===== src/rtl/fifo_pkg.sv =====
// Shared constants, read-FSM states and gray-code helpers for the dual-clock 64x32 SRAM FIFO.
package fifo_pkg;

  localparam int WIDTH     = 32;
  localparam int ADDR_W    = 6;
  localparam int FRAME_LEN = 256;
  localparam int CNT_W     = 9;

  typedef enum logic [1:0] {
    IDLE,
    STREAM,
    DRAIN,
    DONE
  } rd_state_t;

  function automatic logic [ADDR_W:0] bin2gray(input logic [ADDR_W:0] bin);
    return bin ^ (bin >> 1);
  endfunction

  function automatic logic [ADDR_W:0] gray2bin(input logic [ADDR_W:0] gray);
    logic [ADDR_W:0] bin;
    bin[ADDR_W] = gray[ADDR_W];
    for (int i = ADDR_W - 1; i >= 0; i--) begin
      bin[i] = bin[i+1] ^ gray[i];
    end
    return bin;
  endfunction

endpackage


===== src/rtl/rd_skid_buf.sv =====
// Two-entry valid/ready skid buffer holding words read from the SRAM until the consumer takes them.
module rd_skid_buf #(
  parameter int W = 32
) (
  input  logic         rclk,
  input  logic         rst_n,
  input  logic         push_i,
  input  logic [W-1:0] push_data_i,
  input  logic         ready_i,
  output logic         valid_o,
  output logic [W-1:0] data_o,
  output logic [1:0]   occ_o
);

  logic [W-1:0] head_q;
  logic [W-1:0] tail_q;
  logic [1:0]   occ_q;
  logic         pop;

  assign pop     = (occ_q != 2'd0) && ready_i;
  assign valid_o = (occ_q != 2'd0);
  assign data_o  = head_q;
  assign occ_o   = occ_q;

  // The head only changes on a pop, so a stalled word stays put on data_o.
  always_ff @(posedge rclk or negedge rst_n) begin
    if (!rst_n) begin
      head_q <= '0;
      tail_q <= '0;
      occ_q  <= 2'd0;
    end else begin
      case ({push_i, pop})
        2'b11: begin
          if (occ_q == 2'd2) begin
            head_q <= tail_q;
            tail_q <= push_data_i;
          end else begin
            head_q <= push_data_i;
          end
        end
        2'b01: begin
          head_q <= tail_q;
          occ_q  <= occ_q - 2'd1;
        end
        2'b10: begin
          if (occ_q == 2'd0) begin
            head_q <= push_data_i;
            occ_q  <= 2'd1;
          end else if (occ_q == 2'd1) begin
            tail_q <= push_data_i;
            occ_q  <= 2'd2;
          end
        end
        default: ;
      endcase
    end
  end

endmodule


===== src/rtl/fifo_rd_ctrl.sv =====
// Read-side controller of the dual-clock SRAM FIFO: read pointer, empty flag, SRAM read issue and framing.
module fifo_rd_ctrl
  import fifo_pkg::*;
(
  input  logic              rclk,
  input  logic              rst_n,
  input  logic [ADDR_W:0]   wptr_sync_i,
  output logic [ADDR_W:0]   rptr_o,
  output logic [ADDR_W-1:0] ram_raddr_o,
  input  logic [WIDTH-1:0]  ram_rdata_i,
  output logic              out_valid_o,
  input  logic              out_ready_i,
  output logic [WIDTH-1:0]  out_data_o,
  output logic              rempty_o,
  output logic              frame_done_o,
  output logic [CNT_W-1:0]  word_cnt_o
);

  localparam logic [CNT_W-1:0] LAST_WORD = CNT_W'(FRAME_LEN - 1);

  rd_state_t        state_q;
  logic [ADDR_W:0]  rbin_q;
  logic [ADDR_W:0]  rbin_d;
  logic [ADDR_W:0]  rptr_q;
  logic             rempty_q;
  logic             inflight_q;
  logic             frame_done_q;
  logic [CNT_W-1:0] issued_q;
  logic [CNT_W-1:0] word_cnt_q;
  logic [1:0]       skid_occ;
  logic             issue;
  logic             accept;

  rd_skid_buf #(
    .W(WIDTH)
  ) u_skid (
    .rclk       (rclk),
    .rst_n      (rst_n),
    .push_i     (inflight_q),
    .push_data_i(ram_rdata_i),
    .ready_i    (out_ready_i),
    .valid_o    (out_valid_o),
    .data_o     (out_data_o),
    .occ_o      (skid_occ)
  );

  assign accept = out_valid_o & out_ready_i;

  // Only read when the skid is guaranteed room for the word, counting the one still coming out of the SRAM.
  always_comb begin
    issue  = !rempty_q && (state_q == STREAM) &&
             (({1'b0, skid_occ} + {2'b00, inflight_q}) < 3'd2);
    rbin_d = rbin_q + {{ADDR_W{1'b0}}, issue};
  end

  always_ff @(posedge rclk or negedge rst_n) begin
    if (!rst_n) begin
      rbin_q     <= '0;
      rptr_q     <= '0;
      rempty_q   <= 1'b1;
      inflight_q <= 1'b0;
    end else begin
      rbin_q     <= rbin_d;
      rptr_q     <= bin2gray(rbin_d);
      rempty_q   <= (bin2gray(rbin_d) == wptr_sync_i);
      inflight_q <= issue;
    end
  end

  // Issue stops at the frame's last word; the next frame waits in the SRAM until DONE.
  always_ff @(posedge rclk or negedge rst_n) begin
    if (!rst_n) begin
      state_q      <= IDLE;
      issued_q     <= '0;
      word_cnt_q   <= '0;
      frame_done_q <= 1'b0;
    end else begin
      frame_done_q <= 1'b0;
      if (accept) begin
        word_cnt_q <= (word_cnt_q == LAST_WORD) ? '0 : word_cnt_q + 1'b1;
      end
      case (state_q)
        IDLE: begin
          if (!rempty_q) state_q <= STREAM;
        end
        STREAM: begin
          if (issue) begin
            issued_q <= issued_q + 1'b1;
            if (issued_q == LAST_WORD) state_q <= DRAIN;
          end
        end
        DRAIN: begin
          if (accept && (word_cnt_q == LAST_WORD)) begin
            state_q      <= DONE;
            frame_done_q <= 1'b1;
          end
        end
        DONE: begin
          issued_q <= '0;
          state_q  <= IDLE;
        end
        default: state_q <= IDLE;
      endcase
    end
  end

  assign rptr_o       = rptr_q;
  assign ram_raddr_o  = rbin_q[ADDR_W-1:0];
  assign rempty_o     = rempty_q;
  assign frame_done_o = frame_done_q;
  assign word_cnt_o   = word_cnt_q;

endmodule


===== config.mk =====
export PLATFORM = sky130hd
export DESIGN_NAME = fifo_rd_ctrl
export DESIGN_NICKNAME = d
export VERILOG_FILES = /design/src/rtl/fifo_pkg.sv /design/src/rtl/rd_skid_buf.sv /design/src/rtl/fifo_rd_ctrl.sv
export SDC_FILE = /design/constraint.sdc
export NUM_CORES = 1
export LEC_CHECK = 0
export ABC_AREA = 1
export ABC_CLOCK_PERIOD_IN_PS = 4000
export CORE_MARGIN = 2
export CORE_UTILIZATION = 43
export CTS_CLUSTER_DIAMETER = 100
export DETAILED_ROUTE_END_ITERATION = 12
export HOLD_SLACK_MARGIN = 0.1
export PLACE_DENSITY = 0.7
export SYNTH_ARGS = -nofsm -noshare
export SYNTH_HDL_FRONTEND = slang
export SYNTH_SLANG_ARGS = --single-unit

===== constraint.sdc =====
create_clock -name rclk -period 4 [get_ports rclk]
set_input_delay 0.8 -clock rclk [delete_from_list [all_inputs] [get_ports rclk]]
set_output_delay 0.8 -clock rclk [all_outputs]
set_load 0.02 [all_outputs]

==> results.md <==
- Top cells by area, synth: dfrtp_1 45%, nand2_1 8.7%, inv_1 7.4%
- Vert. Die Dim: between 100 and 150 microns
- PD cells: just under 900 mW/mm^2
- Setup Crit Path Kind: input port to flop
- Initial Util: 44.3%
- GR Util met2: 30.7%
- Layout cells sized above 1: 9.87%
- TritonCTS buffer count: 9
- Hold crit path type: flop to flop
- Mapped cell area: 0.00564 sq mm
- Synth top area share: 44.8%
- Async S/R FF share, synth: between 90% and 100%
- CP Max Fanout: 64
- Number of antenna diodes: 0
- Grt peak-use layer: met2
- Resized Gates After CTS: 0
- Std-Cell Rows: 41
- CP Capture Type: flop
- Yosys cell types: 38
- DRC Markers: 0
- Leakage: 3.25 nW
- Postcts setup bufs: 0
- Seq pwr share: 30.1%
- Post-synth EDFFs: 0
- Crit path cell chain: clkdlybuf4s50_1 > nand2_4 > ha_1 > inv_2 > or2_1 > nand3_4 > o21ai_0
- Peak VDD IR: 0.000503 V
- GP Congestion: 0.844
- Switching Share: 45.0%
- Drt pass-1 iters: 5
- Status: finished clean
- Post-Route Skew: between 4 and 5 ps
- Worst path max stage delay: about 500 ps
- Period utilisation layout: roughly three quarters
- Setup crit start kind: input port
- Place WS: approximately 620 ps
- Hold Vio Cnt, Final: 0
- Largest net degree at the start of global routing: 80
- Number of global-route vias before repair: 4829
- Post-DRT Antenna Nets: 0
- GR Layer Usage met3: 4.34%
- H-Tree Depth: 3
- Fin Setup TNS: 0 ps
- Slew margin rel.: 31.6%
- Synth Net Count: 765
- Max Clk Rate: 335 MHz
- Placeable Area: 0.0127 sq mm
- Logic pwr share: 54.4%
- Die width: 119 microns
- Full die area: approximately 0.014 sq mm
- Count of final setup violators: 0
- Max-slew violations: 0
- Clock sink total: between 100 and 150
- GR Util All Layers: 19.2%
- Psw: between 0.002 and 0.003 W
- Slowest cell on the critical path: clkdlybuf4s50_1
- Initial DRC count: between 300 and 400
- GRT Residual Overflow: 0
- Worst hold margin: 491 ps
- Initial antenna violation count: 0
- Avg Inst Size Synth: 7.97 sq um
- WL/cell: about 13 microns
- Latest clock arrival within the worst-skew pair: 350 ps
- Met1 usage: 25.5%
- Pwr Total: between 0.006 and 0.007 W
- RSZ-0062 raised after global routing: no
- Post-Route WL: approximately 13 mm
- Detailed placement HPWL: ~8.8 mm
- IO Count: just under 100
- Synthesis warning total: 0
- CTS tree: yes
- Worst setup margin: 1020 ps
- Root buffer cell: clkbuf_16
- Nets@finish: 844
- Hold-fix buffers, CTS: 0
- Post-Place Cells: 947
- Fillers: 1190
- Post-synthesis register bit count: 102
- Most numerous cell in the Yosys netlist: nand2_1
- Syn Inst Count: 707
- Vias per std cell: ~5.1
- Tmin final: a little under 3000 ps
- Int Power: approximately 0.0034 W
- Commonest cells in the netlist: 131 x nand2_1, 111 x inv_1, 101 x dfrtp_1, 64 x o21ai_0, 43 x a21oi_1
- Routed vias: a little under 5000
- Area grow syn2layout: 24.5%
- Clock Path Buffers: 2
- Layout Cells excl Fill: 962
- IO Port Bufs: slightly below 100
- Worst-Margin Slew: about 1000 ps
- Worst Path Arrival: around 3200 ps
- Area leader, netlist: dfrtp_1
- Clk slew on worst S/H paths: about 70 ps
- First-pass GRT wire length: 22.2 mm
- Main flop type after synthesis: dfrtp_1
- Clk network pwr share: 15.4%
- Seq/Total Area, Yosys: 45.3%
- Req. time, crit path: ~4300 ps
- Max-Cap Viols: 0
state kept, by name (all words and copies together), names as in the netlist:
name           count
u_skid.data_o     32
u_skid.tail_q     32
issued_q           9
word_cnt_o         9
rbin_q             7
rptr_o             6
state_q            2
u_skid.occ_o       2
frame_done_o       1
inflight_q         1
rempty_o           1
worst paths after layout:
path                                     end        startpoint  slack (ps)  cells past startpoint
setup / recovery            u_skid.tail_q[3]       out_ready_i        1020                      7
hold reg to reg             u_skid.tail_q[9]  u_skid.tail_q[9]         490                      2
min in group asynchronous  u_skid.data_o[19]             rst_n         610                      1
max in group asynchronous   u_skid.data_o[0]             rst_n        2470                      2
hold / removal              u_skid.tail_q[9]  u_skid.tail_q[9]         490                      2
setup reg to reg            u_skid.tail_q[3]   u_skid.occ_o[0]        1090                      9
worst max-delay path, delay by kind of cell:
kind | cells | cell delay (ps)
simple gates | 3 | 820
compound gates | 1 | 370
fa+ha+maj | 1 | 240
buf+inv | 2 | 970
stage by stage:
stage                     util (%)  instance area (sq um)
after floorplan                  -                   5640
final                         55.2                   7020
after global placement        52.6                   6700
after detailed placement      52.6                   6700
after CTS                     55.2                   7020
after global routing          55.2                   7020
power by group through the flow:
stage                     Clock (W)  Sequential, W  Combinational (W)
after CTS                  0.000981        0.00186            0.00339
after detailed placement          0        0.00187            0.00337
final                      0.000952        0.00186            0.00337
after floorplan                   0        0.00211            0.00215
after global placement            0        0.00186            0.00326
after global routing        0.00102        0.00193            0.00379
layout make-up:
cell class,instances,area (sq um),area share (%)
flip-flops and latches,102,2550,36.4
multi-input cells,456,2480,35.3
repair buffers,103,1020,14.5
inverters,114,433,6.17
clock buffers,10,239,3.40
well taps,172,215,3.07
clock inverters,5,83.8,1.19
layer usage:
metal | wire length, microns | vias up
met2 | 5830 | 125
li1 | - | 2465
met5 | 0 | -
met4 | 238 | 0
met3 | 703 | 17
met1 | 6010 | 2340
cells by family (layout without fill, tap and decap cells):
kind of cell	Yosys count	after routing	share of synthesized area [%]
and+or+nand+nor	248	248	21.2
AOI/OAI and AO/OA	190	190	18.8
buffers and inverters	149	232	10.8
DFF	102	102	45.3
adders and majority gates	16	16	3.55
xor gates and xnor gates	2	2	0.311
cells in the final DEF, fill, tap and decap left out, types with 2 or more instances in the layout:
master / instances
nand2_1: 131
inv_1: 110
dfrtp_1: 101
clkdlybuf4s50_1: 97
o21ai_0: 64
a21oi_1: 43
nor2_1: 42
o22ai_1: 33
a31oi_1: 32
nand2_2: 20
nand3_1: 16
ha_1: 15
o21ai_1: 13
clkbuf_16: 9
nor2_2: 7
nand3_2: 6
buf_4: 6
nand4_1: 5
nand2_4: 4
nor3_1: 4
inv_2: 3
o21ai_2: 3
nand3_4: 3
nor3_2: 3
clkinv_4: 2
xnor2_1: 2
clkinvlp_4: 2
bufinv_16: 2
Note: power is estimated with default switching activity, not from simulation.
